==> src/rtl/led_mode_controller.sv <==
// Four-button LED mode controller.
// Each button is synchronized and debounced. A debounced press steps its LED
// through OFF -> ON -> BLINK -> PWM -> OFF. One blink timer and one PWM timer
// run continuously and are shared by all four LEDs.
//
// state       | meaning
// ------------+--------------------------------------------
// MODE_OFF    | LED held low
// MODE_ON     | LED held high
// MODE_BLINK  | LED follows the shared blink phase
// MODE_PWM    | LED follows the shared PWM on-window
module led_mode_controller #(
    parameter int DEBOUNCE_CYCLES   = 1250000,
    parameter int BLINK_HALF_CYCLES = 31250000,
    parameter int PWM_PERIOD        = 256,
    parameter int PWM_DUTY          = 32
) (
    input  logic       CLK,
    input  logic       RST,
    input  logic [3:0] BTN,
    output logic [3:0] LD,
    output logic [7:0] MODE
);

    localparam int CW = $clog2(DEBOUNCE_CYCLES + 1);
    localparam int BW = (BLINK_HALF_CYCLES > 1) ? $clog2(BLINK_HALF_CYCLES) : 1;
    localparam int PW = $clog2(PWM_PERIOD + 1);

    typedef enum logic [1:0] {
        MODE_OFF   = 2'd0,
        MODE_ON    = 2'd1,
        MODE_BLINK = 2'd2,
        MODE_PWM   = 2'd3
    } mode_e;

    logic [3:0]    sync1_q, sync1_d;
    logic [3:0]    sync2_q, sync2_d;
    logic [3:0]    deb_q, deb_d;
    logic [CW-1:0] deb_cnt_q [4];
    logic [CW-1:0] deb_cnt_d [4];
    mode_e         mode_q [4];
    mode_e         mode_d [4];
    logic [BW-1:0] blink_cnt_q, blink_cnt_d;
    logic          blink_phase_q, blink_phase_d;
    logic [PW-1:0] pwm_cnt_q, pwm_cnt_d;
    logic          pwm_on;
    logic [3:0]    ld_q, ld_d;

    // Two-stage synchronizer chain for the raw buttons.
    always_comb begin
        sync1_d = BTN;
        sync2_d = sync1_q;
    end

    // Debounce: count consecutive cycles in which the second synchronizer stage
    // holds a value different from the debounced one. The count is taken on the
    // edge that loads sync2, so a change seen at sync2 is counted from its first
    // cycle; a fresh change in sync2 restarts the run at 1.
    always_comb begin
        logic [CW-1:0] stable_cnt;
        stable_cnt = '0;
        deb_d      = deb_q;
        for (int i = 0; i < 4; i++) begin
            deb_cnt_d[i] = '0;
            stable_cnt   = '0;
            if (sync2_d[i] != deb_q[i]) begin
                stable_cnt = (sync2_q[i] == sync2_d[i]) ? deb_cnt_q[i] + CW'(1) : CW'(1);
                if (stable_cnt == CW'(DEBOUNCE_CYCLES)) begin
                    deb_d[i] = sync2_d[i];
                end else begin
                    deb_cnt_d[i] = stable_cnt;
                end
            end
        end
    end

    // Mode step on a debounced rising edge only; releases leave the mode alone.
    always_comb begin
        for (int i = 0; i < 4; i++) begin
            mode_d[i] = mode_q[i];
            if (deb_d[i] && !deb_q[i]) begin
                case (mode_q[i])
                    MODE_OFF:   mode_d[i] = MODE_ON;
                    MODE_ON:    mode_d[i] = MODE_BLINK;
                    MODE_BLINK: mode_d[i] = MODE_PWM;
                    MODE_PWM:   mode_d[i] = MODE_OFF;
                    default:    mode_d[i] = MODE_OFF;
                endcase
            end
        end
    end

    // Shared free-running blink and PWM timers, independent of any mode.
    always_comb begin
        blink_cnt_d   = blink_cnt_q + BW'(1);
        blink_phase_d = blink_phase_q;
        if (blink_cnt_q == BW'(BLINK_HALF_CYCLES - 1)) begin
            blink_cnt_d   = '0;
            blink_phase_d = ~blink_phase_q;
        end
        pwm_cnt_d = pwm_cnt_q + PW'(1);
        if (pwm_cnt_q == PW'(PWM_PERIOD - 1)) begin
            pwm_cnt_d = '0;
        end
        pwm_on = (pwm_cnt_q < PW'(PWM_DUTY));
    end

    // LED drive decoded from the current mode and timer state.
    always_comb begin
        for (int i = 0; i < 4; i++) begin
            ld_d[i] = 1'b0;
            case (mode_q[i])
                MODE_OFF:   ld_d[i] = 1'b0;
                MODE_ON:    ld_d[i] = 1'b1;
                MODE_BLINK: ld_d[i] = blink_phase_q;
                MODE_PWM:   ld_d[i] = pwm_on;
                default:    ld_d[i] = 1'b0;
            endcase
        end
    end

    // State registers; reset discards all debounce, mode and timer progress.
    always_ff @(posedge CLK or posedge RST) begin
        if (RST) begin
            sync1_q       <= '0;
            sync2_q       <= '0;
            deb_q         <= '0;
            blink_cnt_q   <= '0;
            blink_phase_q <= 1'b0;
            pwm_cnt_q     <= '0;
            ld_q          <= '0;
            for (int i = 0; i < 4; i++) begin
                deb_cnt_q[i] <= '0;
                mode_q[i]    <= MODE_OFF;
            end
        end else begin
            sync1_q       <= sync1_d;
            sync2_q       <= sync2_d;
            deb_q         <= deb_d;
            blink_cnt_q   <= blink_cnt_d;
            blink_phase_q <= blink_phase_d;
            pwm_cnt_q     <= pwm_cnt_d;
            ld_q          <= ld_d;
            for (int i = 0; i < 4; i++) begin
                deb_cnt_q[i] <= deb_cnt_d[i];
                mode_q[i]    <= mode_d[i];
            end
        end
    end

    assign LD   = ld_q;
    assign MODE = {mode_q[3], mode_q[2], mode_q[1], mode_q[0]};

endmodule

==> config.mk <==
export PLATFORM = sky130hd
export DESIGN_NAME = led_mode_controller
export DESIGN_NICKNAME = d
export VERILOG_FILES = /design/src/rtl/led_mode_controller.sv
export SDC_FILE = /design/constraint.sdc
export NUM_CORES = 1
export LEC_CHECK = 0
export ABC_AREA = 1
export CAP_MARGIN = 20
export CORE_ASPECT_RATIO = 1.75
export CORE_MARGIN = 8
export CORE_UTILIZATION = 57
export CTS_CLUSTER_DIAMETER = 100
export DETAILED_ROUTE_END_ITERATION = 10
export PLACE_DENSITY_LB_ADDON = 0.2
export SLEW_MARGIN = 20
export SYNTH_ARGS = -nofsm -noshare
export SYNTH_HDL_FRONTEND = slang
export SYNTH_SLANG_ARGS = --single-unit
==> constraint.sdc <==
create_clock -name CLK -period 3.85 [get_ports CLK]
set_input_delay 0.385 -clock CLK [delete_from_list [all_inputs] [get_ports CLK]]
set_output_delay 0.385 -clock CLK [all_outputs]
set_load 0.05 [all_outputs]
# Word level (Yosys, flattened, before mapping)
# Index checks and enable logic that the tools add are counted.
[classes] add_sub_neg=6 order_cmp=1 bitwise_logic=1 mux=30 n_reduce_logical=12 eq_ne=26
[ops] operator="two-way mux 21 bit" count=12
[ops] operator="adder 21 x 1 -> 21 bit (second input constant)" count=4
[ops] operator="== test 21 bit (second input constant)" count=4
[ops] operator="case mux 2 bit (4 select lines)" count=4
[ops] operator="adder 25 x 1 -> 25 bit (second input constant)" count=1
[ops] operator="== test 25 bit (second input constant)" count=1
[ops] operator="two-way mux 25 bit" count=1
[ops] operator="== test 2 bit (second input constant)" count=8
[ops] operator="case mux 1 bit (4 select lines)" count=4
[ops] operator="adder 9 x 1 -> 9 bit (second input constant)" count=1
[ops] operator="== test 9 x 8 -> 1 bit (second input constant)" count=1
[ops] operator="< comparator 9 x 6 -> 1 bit (second input constant)" count=1
[ops] operator="two-way mux 9 bit" count=1
[ops] operator="== test 2 x 1 -> 1 bit (second input constant)" count=4
[ops] operator="zero test 2 bit" count=4
[ops] operator="two-way mux 1 bit" count=8
[ops] operator="== test 1 bit" count=4
[ops] operator="logical AND 1 bit" count=4
[ops] operator="zero test 1 bit" count=4
[ops] operator="!= test 1 bit" count=4
[ops] operator="NOT 1 bit" count=1
[totals] out_inout_bits=12 inputBits=6 wordCells=91 ff_bits=143

# Depth between registers and ports, before layout
[logic_depth] depth_word=6 ltp_mapped=15 depth_no_buf=15

# Worst setup path after synthesis
# No wires, ideal clock.
[synth_path] path_type="register -> register" start="register blink_cnt_q[0]" end="register blink_cnt_q[20]" t_required_ns=3.729 period_less_slack_ns=1.832 arrival_ns=1.712 path_buffers=0 path_slack_ns=2.018 setup_time_ns=0.121 path_stages_with_launch=13 cell_sequence="dfrtp_1 -> ha_1 -> nand2_1 -> nor2_1 -> nand2_1 -> nor2_1 -> nand2_1 -> nor2_1 -> nand4_1 -> nor2_1 -> nand3_1 -> o21ai_1 -> nor2_1"
[synth_between] elab_chain_len=2 elab_cells_between_ends=3 classes_between="1 x add/sub; 1 x eq/ne; 1 x mux"
[synth_rtl] item="from (decl)" line_no="43" rtl="logic [BW-1:0] blink_cnt_q, blink_cnt_d;"
[synth_rtl] item="from (signal assigned)" line_no="140" rtl="blink_cnt_q <= blink_cnt_d;"
[synth_rtl] item="adder 25 x 1 -> 25 bit or == test 25 bit (tied branches)" line_no="95, 97"
[synth_rtl] item="two-way mux 25 bit (*)" line_no="97" rtl="if (blink_cnt_q == BW'(BLINK_HALF_CYCLES - 1)) begin"
[synth_rtl] item="named net blink_cnt_d[20]" line_no="43"
# Mark *: on every way through the listed nets, which the timed path passes. The rest lies on a longest branch.
# A chain may end at the register's enable or synchronous reset.

==> results.cfg <==
[routing]
drt_wl_total_mm = 21.0
firstDrtPassIters = 5
via_count = 8116
dr.first_iter.drc_count = 326
drc = 0
drt-wirelength-per-cell_um = 14.0
ant_nets = 0
viasPerCell = 5.39

[power]
p_int_mw = 2.66
sw_frac_of_total_pct = 22.2
clockPowerShare_pct = 51.8
cellPowerDensity_nw_per_um2 = 348
finalPower_mw = 3.43
vdd_drop_max_mv = 0.295
p_comb_share_pct = 3.7
cellLeakagePower_nw = 4.66
power_frac_seq_pct = 44.5
p_sw_mw = 0.762

[yosys]
synth_top_area_cell = dfrtp_1
synth.avg_cell_area_sq_um = 6.90
netlist_area_sq_um = 8790
synth.area.top_cells = dfrtp_1 (41%), nand2_1 (14%), nor2_1 (9.6%), inv_1 (8.0%), nand3_1 (7.1%)
synth_seq_cells = 143
yosysSeqAreaShare_pct = 40.7
ys_warn_count = 0
synth_cells = 1275
ys_types = 37
synth_edf_count = 0
synth_top_cell_area_share_pct = 40.7
synth_ff_type = dfrtp_1
async_reset_ff_share_pct = 100
synth_fp_nets = 1299

[cts]
cts_max_level = 4
holdBufCountCts = 0
clock_latency_ns = 0.42
tritoncts = yes
clockBufferDepth = 2
path_clk_slew_ns = 0.07
cts_buffers = 17
cts_resized = 0
cts_root_buf = clkbuf_16
cts.sinks = 143
cts_setup_buffers = 0

[timing]
fmax_mhz = 426
rsz0062_at_grt = false
setup_violations = 0
timing.final.hold_violations = 0
maxSlewHeadroom_pct = 26.3
fin_crit_ns = 2.35
whs_ns = 0.294
setup_tns_ns = 0
worst_pin_slew_ns = 1.10
report.final.slew_viol_count = 0
finalCritPeriodShare_pct = 60.9
skew_ns = 0.0100

[floorplan]
ios = 18
start_util_pct = 57.7
coreArea_sq_um = 15200
die_x_um = 110
rows = 60
die_area_sq_um = 19800
die_height_um = 180

[final_layout]
final_net_count = 1331
n_antenna_cell = 0
fin_cells = 1506
final_cell_mix = nand2_1 (331), nor2_1 (226), inv_1 (187), dfrtp_1 (143), nand3_1 (125)
final_common_cell = nand2_1
area_growth_pct = 11.8
layout-drive-gt1-share_pct = 8.26
fill_cells = 1364

[min_path]
hold_path.class = input port to async pin

[placed_design]
routabilityCongestion = 0.905
port_buffers = 17
dp.cells = 1474
place_hpwl_mm = 15.9

[worst_setup_path]
r2r-end = deb_cnt_q[41]
ff2ff_setup_slack_ns = 1.50
required_ns = 4.15
crit_chain = inv_1, nand2_1, nand2_1, o21ai_0, nor2_1, nand2_1, nor2_1, nand3_1, nor2_2, nand2_2, nand2_4, nor2_1
worst-setup-path-type = flip-flop to flip-flop
crit_path_top_delay_cell = nand2_1
crit_path_start_kind = flip-flop
max_stage_delay_ns = 0.54
critical-path-top-delay-family = simple AND/OR/NAND/NOR gates
worst_r2r_startpoint = sync1_q[2]
reg2reg_depth = 12
path_buf_inv = 1
crit_fanout = 21
cp-endpoint = deb_cnt_q[41]
cp-startpoint = sync1_q[2]
worstSetupEndpointType = flip-flop
arrival_ns = 2.64
worst-path-stages = 12

[global_routing]
grt_pass1_wl_mm = 36.1
antenna_found_initial = 0
grt_pass1_vias = 8041
gr-usage-met1_pct = 23.5
grt-ovfl-total = 0
grt_use_met2_pct = 41.7
grt_max_degree = 55
busiest_layer = met2
track_usage_pct = 22.5
grt_use_met3_pct = 3.15

[status]
outcome = complete, no violations

[job]
max-cap-violations = 0
==> state kept, by name, summed over array words and instances, names as in the netlist <==
name	flops
deb_cnt_q	84
blink_cnt_q	25
MODE	8
sync2_q	4
deb_q	4
LD	4
blink_phase_q	1
sync1_q	4
pwm_cnt_q	9
==> stage by stage <==
step / setup slack (ns) / instance area, sq um / utilization [%]
finish: 1.50 / 9830 / 64.5
global route: 1.17 / 9830 / 64.5
CTS: 1.49 / 9830 / 64.5
detailed placement: 1.52 / 9190 / 60.3
floorplan: 1.67 / 8800 / -
global placement: 1.56 / 9190 / 60.3
==> power by group through the flow <==
stage,Clock [mW],Sequential (mW),Combinational [mW]
floorplan,0,1.55,0.0942
global placement,0,1.55,0.130
detailed placement,0,1.55,0.131
CTS,1.80,1.52,0.131
global route,1.86,1.52,0.149
finish,1.77,1.52,0.128
==> synth_stat cells (12+ instances only) <==
| master | count |
|---|---|
| nand2_2 | 13 |
| o21bai_1 | 12 |
| nor2_1 | 226 |
| nor3_1 | 21 |
| ha_1 | 18 |
| inv_1 | 188 |
| a21oi_1 | 22 |
| nand2_1 | 331 |
| nor2_2 | 29 |
| nand3_1 | 125 |
| dfrtp_1 | 143 |
| o21ai_0 | 18 |
| nand4_1 | 46 |
==> area by class of cell <==
cell class              instances  area [sq um]  share of cell area, %
repair buffers                 24           223                   2.27
inverters                     195           736                   7.48
multi-input cells             926          4420                   45.0
clock buffers                  19           453                   4.61
well taps                     186           233                   2.37
flip-flops and latches        143          3580                   36.4
clock inverters                13           186                   1.90
==> cells by family after synthesis <==
| group | after synthesis | share of synthesized area (%) |
|---|---|---|
| XOR/XNOR | 12 | 1.20 |
| flip-flops | 143 | 40.7 |
| AO/OA/AOI/OAI | 73 | 4.94 |
| adder cells (fa/ha/maj) | 18 | 2.56 |
| AND/OR/NAND/NOR | 823 | 41.6 |
| buffers and inverters | 206 | 8.99 |
==> how the worst min path moves through the flow <==
| stage | startpoint | end | slack [ns] | depth (start not counted) |
|---|---|---|---|---|
| after global routing | RST | deb_cnt_q[10] | 0.32 | 2 |
| after CTS | RST | deb_cnt_q[10] | 0.30 | 2 |
| after global placement | sync1_q[3] | sync2_q[3] | 0.40 | 0 |
| after floorplan | sync1_q[3] | sync2_q[3] | 0.39 | 0 |
| after detailed placement | sync1_q[3] | sync2_q[3] | 0.42 | 0 |
| final | RST | sync1_q[3] | 0.29 | 2 |
==> routing by layer <==
layer	vias up	share of wire, %
met4	0	3.3
met3	56	2.9
met2	158	55
li1	4107	-
met5	-	0
met1	3795	38
Note: power is estimated with default switching activity, not from simulation.
